<file path="src/rtl/packer_pkg.sv">
// Types shared by packet_framer and data_packer.
// confi layout, framer FSM states and the confi legality rule.
package packer_pkg;

  typedef struct packed {
    logic [7:0] k;
    logic [7:0] packet_length;
  } confi_t;

  typedef enum logic [1:0] {
    IDLE,
    FRAME,
    GAP,
    ERR
  } framer_state_t;

  function automatic logic confi_legal(confi_t c);
    return (c.packet_length >= 8'd2) && (c.k < c.packet_length);
  endfunction

endpackage

</file>
<file path="src/rtl/axis_skid_buffer.sv">
// Two-entry AXI-Stream buffer with a registered in_ready.
// Full throughput at one entry; the second entry absorbs a stall.
module axis_skid_buffer #(
  parameter int WIDTH = 9
) (
  input  logic             clk,
  input  logic             rst_n,
  input  logic [WIDTH-1:0] in_data,
  input  logic             in_valid,
  output logic             in_ready,
  output logic [WIDTH-1:0] out_data,
  output logic             out_valid,
  input  logic             out_ready
);

  logic [WIDTH-1:0] mem [2];
  logic             wr_ptr;
  logic             rd_ptr;
  logic [1:0]       cnt;
  logic             push;
  logic             pop;

  // cnt[1] is a flop, so in_ready never sees out_ready combinationally
  assign in_ready  = ~cnt[1];
  assign out_valid = |cnt;
  assign out_data  = mem[rd_ptr];
  assign push      = in_valid & in_ready;
  assign pop       = out_valid & out_ready;

  always_ff @(posedge clk or negedge rst_n) begin
    if (!rst_n) begin
      mem[0] <= '0;
      mem[1] <= '0;
      wr_ptr <= 1'b0;
      rd_ptr <= 1'b0;
      cnt    <= 2'd0;
    end else begin
      if (push) begin
        mem[wr_ptr] <= in_data;
        wr_ptr      <= ~wr_ptr;
      end
      if (pop) begin
        rd_ptr <= ~rd_ptr;
      end
      cnt <= cnt + 2'(push) - 2'(pop);
    end
  end

endmodule

</file>
<file path="src/rtl/packet_framer.sv">
// Cuts a byte stream into confi-sized packets with tlast,
// holding the packet's confi on m_confi for data_packer.
module packet_framer
  import packer_pkg::*;
#(
  parameter int DATA_WIDTH = 8,
  parameter int GAP_CYCLES = 1
) (
  input  logic                  clk,
  input  logic                  reset,
  input  logic [15:0]           confi,
  input  logic                  flush,
  input  logic [DATA_WIDTH-1:0] s_axis_tdata,
  input  logic                  s_axis_tvalid,
  output logic                  s_axis_tready,
  output logic [DATA_WIDTH-1:0] m_axis_tdata,
  output logic                  m_axis_tvalid,
  input  logic                  m_axis_tready,
  output logic                  m_axis_tlast,
  output logic [15:0]           m_confi,
  output logic [15:0]           pkt_count,
  output logic                  cfg_err
);

  localparam logic [3:0] GAP_INIT = 4'(GAP_CYCLES);

  framer_state_t state;
  framer_state_t state_d;
  confi_t        cfg_in;
  confi_t        cfg_q;
  confi_t        cfg_d;
  logic [7:0]    beat;
  logic [7:0]    beat_d;
  logic [3:0]    gap;
  logic [3:0]    gap_d;
  logic          err_d;

  logic                buf_ready;
  logic                buf_in_valid;
  logic                buf_valid;
  logic [DATA_WIDTH:0] buf_out;
  logic                acc;
  logic                last_in;
  logic                out_hs;

  assign cfg_in        = confi_t'(confi);
  assign s_axis_tready = (state == FRAME) & buf_ready;
  assign buf_in_valid  = (state == FRAME) & s_axis_tvalid;
  assign acc           = s_axis_tvalid & s_axis_tready;
  assign last_in       = (beat == cfg_q.packet_length) | flush;

  assign {m_axis_tlast, m_axis_tdata} = buf_out;
  assign m_axis_tvalid = buf_valid;
  assign m_confi       = cfg_q;
  assign out_hs        = buf_valid & m_axis_tready;

  axis_skid_buffer #(
    .WIDTH(DATA_WIDTH + 1)
  ) u_skid (
    .clk      (clk),
    .rst_n    (reset),
    .in_data  ({last_in, s_axis_tdata}),
    .in_valid (buf_in_valid),
    .in_ready (buf_ready),
    .out_data (buf_out),
    .out_valid(buf_valid),
    .out_ready(m_axis_tready)
  );

  always_comb begin
    state_d = state;
    beat_d  = beat;
    gap_d   = gap;
    cfg_d   = cfg_q;
    err_d   = cfg_err;
    unique case (state)
      IDLE: begin
        if (confi_legal(cfg_in)) begin
          cfg_d   = cfg_in;
          beat_d  = 8'd1;
          state_d = FRAME;
        end else begin
          err_d   = 1'b1;
          state_d = ERR;
        end
      end
      ERR: begin
        if (confi_legal(cfg_in)) begin
          state_d = IDLE;
        end
      end
      FRAME: begin
        if (acc) begin
          if (last_in) begin
            gap_d   = GAP_INIT;
            state_d = GAP;
          end else begin
            beat_d = beat + 8'd1;
          end
        end
      end
      GAP: begin
        // wait out the gap, then for the last beat to leave
        if (gap != 4'd0) begin
          gap_d = gap - 4'd1;
        end else if (!buf_valid) begin
          state_d = IDLE;
        end
      end
      default: state_d = IDLE;
    endcase
  end

  always_ff @(posedge clk or negedge reset) begin
    if (!reset) begin
      state     <= IDLE;
      beat      <= 8'd0;
      gap       <= 4'd0;
      cfg_q     <= '0;
      cfg_err   <= 1'b0;
      pkt_count <= 16'd0;
    end else begin
      state   <= state_d;
      beat    <= beat_d;
      gap     <= gap_d;
      cfg_q   <= cfg_d;
      cfg_err <= err_d;
      if (out_hs && m_axis_tlast) begin
        pkt_count <= pkt_count + 16'd1;
      end
    end
  end

endmodule
</file>
<file path="config.mk">
export PLATFORM = sky130hd
export DESIGN_NAME = packet_framer
export DESIGN_NICKNAME = d
export VERILOG_FILES = /design/src/rtl/packer_pkg.sv /design/src/rtl/axis_skid_buffer.sv /design/src/rtl/packet_framer.sv
export SDC_FILE = /design/constraint.sdc
export NUM_CORES = 1
export LEC_CHECK = 0
export ABC_AREA = 1
export CAP_MARGIN = 20
export CORE_ASPECT_RATIO = 0.7
export CORE_MARGIN = 10
export CORE_UTILIZATION = 55
export CTS_CLUSTER_DIAMETER = 50
export DETAILED_ROUTE_END_ITERATION = 10
export GPL_TIMING_DRIVEN = 0
export PLACE_DENSITY = 0.95
export SYNTH_ARGS = -nofsm -noshare
export SYNTH_HDL_FRONTEND = slang
export SYNTH_HIERARCHICAL = 1
export SYNTH_SLANG_ARGS = --single-unit
</file>
<file path="constraint.sdc">
create_clock -name clk -period 3.4 [get_ports clk]
set_input_delay 0.68 -clock clk [delete_from_list [all_inputs] [get_ports clk]]
set_output_delay 0.68 -clock clk [all_outputs]
set_load 0.01 [all_outputs]
</file>
==> results.cfg <==
[placed_design]
port_buffers = 72
hpwl_um = 6470
post-place-ws_ns = 0.681
place.gp.congestion = 0.891

[critical_path]
r2r_start = u_skid/rd_ptr
cp.arrival_ns = 1.95
worst-setup-path-type = register to primary output
cp_data_required_time_ns = 2.72
r2r-end = pkt_count[15]
cp-end-kind = primary output
r2r_setup_slack_ns = 1.29
rr_worst_depth = 12
start_kind = register
crit_path_max_fanout = 10

[routing]
drc_errors = 0
vias_per_cell = 5.15
drt_first_pass_iters = 4
routed_wirelength_um = 8700
antenna_left = 0
vias = 3029
drtIter0Drc = 205
wl_per_cell_um = 14.8

[sta]
slew_viol_final = 0
setup_ws_ns = 0.774
finalHoldViolations = 0
min_period_ns = 2.63
fin_skew_ns = 0.00827
hold_ws_ns = 0.450
rsz0062_at_grt = no
fmax_ghz = 0.381
tns_ns = 0
setup_violations = 0
finalCritPeriodShare_pct = 77.2
worst_slew_pin_slew_ns = 0.842
relSlewSlack_pct = 43.9

[clock_network]
cts_resized = 0
clock_path_buffers = 2
clock_sinks = 69
cts.reportedPaths.clkPinSlew_ns = 0.07
cts_made_buffers = 9
post_cts_buffers = 0
clkLatencyLatePin_ns = 0.34
cts-hold-fix-buffers = 0
cts_tree = done
root_buffer = clkbuf_8
h-tree-depth = 3

[run]
max_cap_violations = 0

[logic_synthesis]
synth.avg_cell_area_um2 = 8.41
syn_inst = 425
yosysWarnings = 6
syn_nets = 465
ys_types = 34
ys_seq_elements = 69
syn_area_um2 = 3580
seq_area_frac_synth_pct = 48.3

[hold_path]
hold_class = primary input to asynchronous set/reset pin

[global_routing]
grt_pass1_wl_um = 14700
grtUsageTotal_pct = 18.3
antenna_found_initial = 0
overflow = 0
grt_pass1_vias = 3084
grt_max_degree = 70

[floorplanning]
std_cell_rows = 24
chipHeight_um = 87.5
core_um2 = 6280
die_area_um2 = 10200
die_w_um = 116
pin_count = 73
start_util_pct = 57.0

[pwr]
peakVddDrop_uv = 388
p_sw_share_pct = 37.9
p_leak_nw = 2.32
switching_power_mw = 1.37
seq_power_share_pct = 37.4
p_clk_share_pct = 18.0
p_int_mw = 2.24
p_per_area_nw_per_um2 = 789
pwr-share-comb_pct = 44.6

[cells_and_area]
drive_gt1_share_pct = 10.2
final_util_pct = 72.9
final_nets = 548
area_growth_syn_to_layout_pct = 28.0
antenna_cells = 0

[status]
status = completed
[Yosys cell counts (all sizes together)]
cell | instances | area share, %
xor2 | 12 | 2.9
o21bai | 1 | 0.21
or2 | 4 | 0.70
o21ai | 42 | 6.8
nor3b | 1 | 0.21
clkinv | 1 | 0.10
nand2 | 135 | 15
o22ai | 1 | 0.18
ha | 11 | 3.8
buf | 8 | 2.1
a21oi | 8 | 1.1
nand3 | 20 | 3.6
nand4 | 4 | 0.70
nand3b | 1 | 0.56
nor4 | 1 | 0.35
nor3 | 3 | 0.56
dfrtp | 69 | 48
nor2 | 31 | 4.0
clkbuf | 1 | 0.10
xnor2 | 12 | 2.9
inv | 59 | 6.2
[cells by family (layout without fill, tap and decap cells)]
kind of cell	count (synthesis)	after routing	synth area share (%)
XOR/XNOR	24	24	5.88
buffers and inverters	69	154	8.47
adder cells (fa/ha/maj)	11	11	3.85
AND/OR/NAND/NOR	200	200	25.2
flip-flops	69	69	48.3
AO/OA/AOI/OAI	52	52	8.33
[cell usage in the layout, fill, tap and decap left out, types with 2 or more instances in the layout]
master / count
clkbuf_8: 11
nand3_1: 16
nor2_4: 3
nand2_1: 132
ha_1: 11
xnor2_1: 12
nand4_1: 4
or2_2: 3
clkdlybuf4s50_1: 71
buf_6: 3
a21oi_1: 8
nand2_2: 2
dfrtp_1: 69
nor2_2: 2
nor3_1: 2
o21ai_2: 9
inv_1: 56
nand3_2: 3
nor2_1: 26
o21ai_0: 32
inv_2: 3
xor2_1: 12
buf_2: 4
[worst max-delay path by stage]
stage / from / to / slack (ns) / cells after the start
after CTS: u_skid/rd_ptr / m_axis_tlast / 0.74 / 5
after global placement: reset / u_skid/mem[12] / -0.56 / 1
final: u_skid/rd_ptr / m_axis_tlast / 0.77 / 5
after global routing: u_skid/rd_ptr / m_axis_tlast / 0.66 / 5
after floorplan: confi[5] / m_confi[4] / 1.43 / 11
after detailed placement: confi[5] / m_confi[6] / 0.68 / 12
[layout make-up]
class                      count  area, µm²
buffer                         9       77.6
clock buffer                  11        151
clock inverter                 2       35.0
fill                         436       1700
inverter                      60        225
multi-input combinational    287       1550
sequential                    69       1730
tap                           78       97.6
timing repair buffer          72        718
[sequential cells by signal, indices dropped and copies added (netlist names)]
| name | cells |
|---|---|
| u_skid/mem | 18 |
| state | 2 |
| gap | 4 |
| pkt_count | 16 |
| u_skid/cnt | 2 |
| cfg_err | 1 |
| m_confi | 16 |
| beat | 8 |
| u_skid/wr_ptr | 1 |
| u_skid/rd_ptr | 1 |
[power groups by stage]
stage	Combinational (mW)	Clock [mW]	Sequential, mW
final	1.61	0.651	1.35
after global routing	1.81	0.689	1.39
after CTS	1.63	0.659	1.35
after detailed placement	1.62	0	1.36
after global placement	1.55	0	1.34
after floorplan	0.914	0	1.37
[metal layers]
| metal | vias to the layer above | global-route usage [%] | part of all wire, % |
|---|---|---|---|
| li1 | 1493 | - | - |
| met1 | 1458 | 21.1 | 41 |
| met2 | 67 | 31.4 | 52 |
| met3 | 11 | 6.75 | 5.7 |
| met4 | 0 | 4.64 | 1.5 |
| met5 | - | 0 | 0 |
[worst max-delay path, cell delays in order, from the launching register on]
cell and delay, ns:
dfrtp_1 0.31, buf_2 0.21, clkinv_1 0.31, nand2_1 0.15, nand2_1 0.10, clkdlybuf4s50_1 0.52
[per-stage QoR]
stage,cells,instance area (µm²),power [mW]
finish,588,4580,3.61
global route,588,4580,3.89
CTS,588,4580,3.64
detailed placement,575,4390,2.97
global placement,575,4390,2.89
floorplan,425,3580,2.28
Power figures use the tool's default switching activity.
